File: src/rtl/vector_ls_sequencer.sv
// vector_ls_sequencer: steps a scalar-LSU vector load/store through one word per memory beat, driving slice/word selects.
module vector_ls_sequencer #(
  parameter int NUM_SLICES  = 1,
  parameter int NUM_ELEMS   = 8,
  parameter int ELEM_SIZE   = 16,
  parameter int SCALAR_SIZE = 32,
  localparam int NSPV        = NUM_ELEMS * ELEM_SIZE / SCALAR_SIZE,
  localparam int EPW         = SCALAR_SIZE / ELEM_SIZE,
  localparam int NUM_SCALARS = NSPV * NUM_SLICES,
  localparam int CW          = $clog2(NUM_SCALARS) + 1,
  localparam int SW          = ($clog2(NSPV) < 1) ? 1 : $clog2(NSPV)
) (
  input  logic                  clk,
  input  logic                  reset,
  input  logic                  new_op,
  input  logic [CW-1:0]         count,
  input  logic                  we,
  input  logic                  mem_ack,
  output logic [NUM_ELEMS-1:0]  load_en,
  output logic [NUM_SLICES-1:0] load_slice,
  output logic [SW-1:0]         sel_word,
  output logic [SW-1:0]         sel_store_word,
  output logic [NUM_SLICES-1:0] serial_output,
  output logic                  busy,
  output logic                  complete
);
  typedef enum logic [1:0] {IDLE, LOAD, STORE, DONE} state_t;
  state_t state_q, state_d;
  logic [CW-1:0] idx_q, idx_d, last_q, last_d, clamp, slice_i, word_i;
  logic ld, st;
  always_comb begin
    clamp   = (count > CW'(NUM_SCALARS)) ? CW'(NUM_SCALARS) : count;
    state_d = state_q;
    idx_d   = idx_q;
    last_d  = last_q;
    if (state_q == IDLE && new_op) begin
      last_d  = clamp;
      idx_d   = '0;
      state_d = (clamp == '0) ? DONE : we ? STORE : LOAD;
    end else if ((state_q == LOAD || state_q == STORE) && mem_ack) begin
      idx_d   = idx_q + 1'b1;
      state_d = (idx_q == last_q - 1'b1) ? DONE : state_q;
    end else if (state_q == DONE) begin
      state_d = IDLE;
    end
  end
  always_ff @(posedge clk) begin
    if (reset) begin
      state_q <= IDLE;
      idx_q   <= '0;
      last_q  <= '0;
    end else begin
      state_q <= state_d;
      idx_q   <= idx_d;
      last_q  <= last_d;
    end
  end
  // Beat decode: slice-major ordering of scalar words.
  always_comb begin
    ld             = state_q == LOAD;
    st             = state_q == STORE;
    slice_i        = idx_q / CW'(NSPV);
    word_i         = idx_q % CW'(NSPV);
    busy           = state_q != IDLE;
    complete       = state_q == DONE;
    sel_word       = ld ? SW'(word_i) : '0;
    sel_store_word = st ? SW'(word_i) : '0;
    load_slice     = ld ? NUM_SLICES'(1) << slice_i : '0;
    serial_output  = st ? NUM_SLICES'(1) << slice_i : '0;
    for (int e = 0; e < NUM_ELEMS; e++)
      load_en[e] = ld && mem_ack && CW'(e / EPW) == word_i;
  end
endmodule

File: config.mk
export PLATFORM = sky130hd
export DESIGN_NAME = vector_ls_sequencer
export DESIGN_NICKNAME = d
export VERILOG_FILES = /design/src/rtl/vector_ls_sequencer.sv
export SDC_FILE = /design/constraint.sdc
export NUM_CORES = 1
export LEC_CHECK = 0
export ABC_AREA = 1
export CORE_UTILIZATION = 24
export CTS_BUF_LIST = sky130_fd_sc_hd__clkbuf_16
export DETAILED_ROUTE_END_ITERATION = 10
export PLACE_DENSITY = 0.48
export SYNTH_ARGS = -nofsm -noshare
export SYNTH_HDL_FRONTEND = slang
export SYNTH_SLANG_ARGS = --single-unit
File: constraint.sdc
create_clock -name clk -period 3.1 [get_ports clk]
set_input_delay 0.31 -clock clk [delete_from_list [all_inputs] [get_ports clk]]
set_output_delay 0.31 -clock clk [all_outputs]
set_load 0.03 [all_outputs]
==> qor.txt, run 1 <==
First-pass GRT wire length = 2663 um
FP Rows = 19
Starting Density = 0.2545
Top Metal Used = met4
Share of cells above drive strength 1 = 0.08029
Startpoint Class = input port
Register area share after synthesis = 0.2282
Avg Vias per Cell = 4.262
Yosys cell types = 16
Fin. Hold Viols = 0
Synthesis-to-layout area growth = 44.74%
Required time of the worst setup path = 2790 ps
Worst clock skew = 1.224 ps
Commonest cells after routing, fill and taps aside = 24 x inv_1, 24 x nand2_1, 23 x clkdlybuf4s50_1
CTS Buffer Depth = 2
Clock sink total = 8
Total power = 0.5849 mW
# nets final = 156
Final Max Tran Viols = 0
Die Y-Extent = 56.08 um
Rel. slew slack = 0.7928
Worst hold margin = 507.6 ps
Final setup violation count = 0
Core ar. = 2758 um2
Via count = 716
Syn Nets = 132
Final instance area = 1016 um2
DP Area = 940.9 um2
FF+latch count, synth = 8
Synthesized area per cell = 6.104 um2
Vias in the first global route = 599
Total gr overflow = 0
Wire per inst = 9.268 um
Fin crit share = 0.6898
Synthesized area = 701.9 um2
Die width = 56.08 um
Crit end category = output port
FMAX = 467.6 MHz
Total GRT Usage = 0.1127
Clock transition at path regs = 40 ps
Status = completed
PwrDens = 575.7 nW/um2
Max Cap Viol = 0
Mapped Cells = 115
Largest net degree at the start of global routing = 9
Dpl hpwl = 1319 um
Clk Latency, worst-skew pair = 230 ps
Hold Path Class = flip-flop to flip-flop
Ant diodes = 0
Final Non-Filler Cells = 168
WL met2 = 730 um
Worst Tran Pin Value = 309.8 ps
Drt drc = 0
Final min period = 2138 ps
Hold buffer count at CTS = 0
H-tree level count = 1
Post-CTS Setup Bufs = 0
GPL Wtd Cong = 0.7931
Met3 wire len = 56 um
Post_cts resized = 0
CP arrival = 1830 ps
Initial DRC count = 7
Unrepaired setup endpoints after global routing = no
Number of buffers created by CTS = 3
Root Buffer = clkbuf_16
Final wirelength = 1557 um
CTS tree = built
Filler Cell Count = 306
IO Pins = 24
Static Leak = 0.5042 nW
M1 WL = 724 um
CP Class = input port to output port
Area of the die = 3145 um2
PortBufs = 23
Worst Path Max Fanout = 4
Setup TNS = 0 ps
Routed Antenna Nets = 0
YS warnings = 0
Pre-Repair DR Iteration Count = 3
Initial antenna violation count = 0
Placed instance count = 165
Peak VDD IR = 341.1 uV
==> cells by family (layout without fill, tap and decap cells) <==
| family | Yosys count | after routing | synth area share |
|---|---|---|---|
| flip-flops | 8 | 8 | 0.2282 |
| buffers and inverters | 34 | 56 | 0.2104 |
| AND/OR/NAND/NOR | 53 | 53 | 0.3120 |
| adder cells (fa/ha/maj) | 9 | 9 | 0.1604 |
| AO/OA/AOI/OAI | 11 | 11 | 0.08911 |
==> metal layers <==
metal | GRT usage | vias up
met5 | 0 | -
met4 | 0.08362 | 0
met3 | 0.02093 | 4
met2 | 0.1684 | 17
met1 | 0.1429 | 307
li1 | - | 388
==> final cells by class <==
type / instances / area [um2] / share of cell area
Sequential cell: 8 / 160.2 / 0.1576
Clock buffer: 3 / 75.07 / 0.07389
Timing Repair Buffer: 23 / 230.2 / 0.2266
Inverter: 30 / 117.6 / 0.1158
Tap cell: 31 / 38.79 / 0.03818
Multi-Input combinational cell: 73 / 394.1 / 0.3879
==> cells in the mapped netlist, drive strengths merged <==
master,instances,area share
a31oi,2,0.018
dfxtp,8,0.23
ha,9,0.16
clkinv,1,0.012
nand3,8,0.057
inv,29,0.16
buf,4,0.043
o21ai,5,0.036
nand2,26,0.15
a211oi,2,0.021
a21oi,2,0.014
nor2,19,0.10
==> path summary, 6_finish.rpt <==
| kind | start | endpoint | slack, ps | cells past startpoint |
|---|---|---|---|---|
| worst max-delay path | mem_ack | load_en[4] | 960 | 4 |
| worst min-delay path | last_q[2] | last_q[2] | 510 | 2 |
| worst max register to register | state_q[0] | state_q[1] | 1600 | 9 |
| worst min register to register | last_q[2] | last_q[2] | 510 | 2 |
==> flip-flops by register name, indices dropped and copies added, names as in the netlist <==
| register | flops |
|---|---|
| state_q | 2 |
| last_q | 3 |
| idx_q | 3 |
==> through the flow <==
stage / utilization / setup WS, ps
after floorplan: - / 1403
after global placement: 0.3412 / 980.4
after detailed placement: 0.3412 / 946.6
after CTS: 0.3684 / 933.8
after global routing: 0.3684 / 803.3
final: 0.3684 / 961.5
==> where the power goes <==
part / internal (mW) / total (mW) / leakage, nW / switching (mW)
logic: 0.0918 / 0.237 / 0.402 / 0.145
registers: 0.118 / 0.135 / 0.0654 / 0.0169
clock network: 0.166 / 0.213 / 0.0370 / 0.0472
total: 0.376 / 0.585 / 0.504 / 0.209
==> worst max-delay path, cell delays in order <==
cell	delay, ps
clkdlybuf4s50_1	530
nand2_1	140
nor2_1	150
clkdlybuf4s50_1	690
Power figures use the tool's default switching activity.
==> inputs of run 2 (changes only) <==
==> constraint.sdc (replaced) <==
create_clock -name clk -period 2.2 [get_ports clk]
set_input_delay 0.22 -clock clk [delete_from_list [all_inputs] [get_ports clk]]
set_output_delay 0.22 -clock clk [all_outputs]
set_load 0.03 [all_outputs]
==> qor.txt, run 2 (synthesis gave the netlist of run 1 again) <==
First-pass GRT wire length = 2663 um
Dpl hpwl = 1319 um
Via count = 716
Static Leak = 0.5229 nW
Worst clock skew = 1.224 ps
Startpoint Class = flip-flop
Final setup violation count = 0
Core ar. = 2758 um2
Synthesis-to-layout area growth = 45.10%
Starting Density = 0.2545
Total GRT Usage = 0.1127
Peak VDD IR = 480.7 uV
PortBufs = 23
Commonest cells after routing, fill and taps aside = 24 x inv_1, 24 x nand2_1, 22 x clkdlybuf4s50_1
Vias in the first global route = 599
Dpl ws = 226.6 ps
Total gr overflow = 0
Share of cells above drive strength 1 = 0.08029
Final min period = 2050 ps
Cells along the critical path = inv_1 > ha_1 > nand2_1 > nor2_1 > clkdlybuf4s50_1
Number of buffers created by CTS = 3
M1 WL = 724 um
Die width = 56.08 um
Met3 wire len = 58 um
Final wirelength = 1561 um
Final Max Tran Viols = 0
Initial DRC count = 7
Setup TNS = 0 ps
Fin crit share = 0.9317
Total power = 0.8241 mW
Finished Core Util = 0.3693
Clock sink total = 8
CP max stage delay = 690 ps
Unrepaired setup endpoints after global routing = no
Max Cap Viol = 0
Initial antenna violation count = 0
Avg Vias per Cell = 4.262
Largest regs = idx_q (3), last_q (3), state_q (2)
Net Sw Power = 0.2943 mW
CP Class = flip-flop to output port
Worst Path Max Fanout = 4
Crit end category = output port
IO Pins = 24
Crit-path slowest cell = clkdlybuf4s50_1
CTS Buffer Depth = 2
Clock transition at path regs = 40 ps
Largest net degree at the start of global routing = 9
CP arrival = 1830 ps
Power Internal = 0.5299 mW
Combinational group share of total power = 0.404
GPL Wtd Cong = 0.7931
Root Buffer = clkbuf_16
Status = completed
Filler Cell Count = 306
WL met2 = 732 um
Ant diodes = 0
Routed Antenna Nets = 0
H-tree level count = 1
Wire per inst = 9.292 um
Fin. Hold Viols = 0
Drt drc = 0
Post-CTS Setup Bufs = 0
PwrDens = 809.2 nW/um2
Share of power burned in registers = 0.231
Fraction of power spent switching nets = 0.3571
Die Y-Extent = 56.08 um
FP Rows = 19
Clock share of power = 0.364
# nets final = 156
FF+latch area = 160.2 um2
Area of the die = 3145 um2
Top Metal Used = met4
Worst Tran Pin Value = 315.4 ps
Area occupied by multi-input gates = 394.1 um2
FMAX = 487.9 MHz
Required time of the worst setup path = 1980 ps
Pre-Repair DR Iteration Count = 3
Rel. slew slack = 0.7894
CTS tree = built
Hold Path Class = flip-flop to flip-flop
Clk Latency, worst-skew pair = 230 ps
Final worst slack = 150.3 ps
[run 2: power groups by stage]
stage	sequential, mW	combinational [mW]	clock, mW
6_report	0.190	0.333	0.300
5_1_grt	0.195	0.375	0.318
3_3_place_gp	0.192	0.337	0
2_1_floorplan	0.187	0.239	0
3_5_place_dp	0.193	0.336	0
4_1_cts	0.191	0.338	0.304
[run 2: worst paths after layout]
kind	start	end	slack [ps]	cells past startpoint
setup / recovery	state_q[1]	load_en[4]	150	5
hold / removal	last_q[2]	last_q[2]	510	2
setup reg to reg	state_q[0]	state_q[1]	700	9
hold reg to reg	last_q[2]	last_q[2]	510	2
[run 2: routing by layer]
metal	track usage	vias to the layer above
met4	0.08362	0
met5	0	-
li1	-	388
met3	0.02093	4
met2	0.1684	17
met1	0.1429	307
[run 2: area by class of cell]
cell class	count	share of cell area
clock buffer	3	0.07371
inverter	30	0.1155
multi-input combinational	73	0.3870
sequential	8	0.1572
tap	31	0.03808
timing repair buffer	23	0.2285
[run 2: critical path, delay by kind of cell, from the launching register on]
| kind | cells | cell delay [ps] |
|---|---|---|
| buf+inv | 2 | 790 |
| flops | 1 | 320 |
| simple gates | 2 | 280 |
| fa+ha+maj | 1 | 210 |
[run 2: through the flow]
stage          instances  instance area [um2]  hold WS (ps)
2_1_floorplan        115                701.9         298.5
3_3_place_gp         165                940.9         480.2
3_5_place_dp         165                940.9         504.6
4_1_cts              168                 1016         508.8
5_1_grt              168                 1018         539.9
6_report             168                 1018         507.6
[run 2: repair_timing]
item | 4_1_cts | 5_1_grt
setup endpoints to repair | 0 | 2
gates resized for setup | 0 | 1
hold buffers | 0 | 0
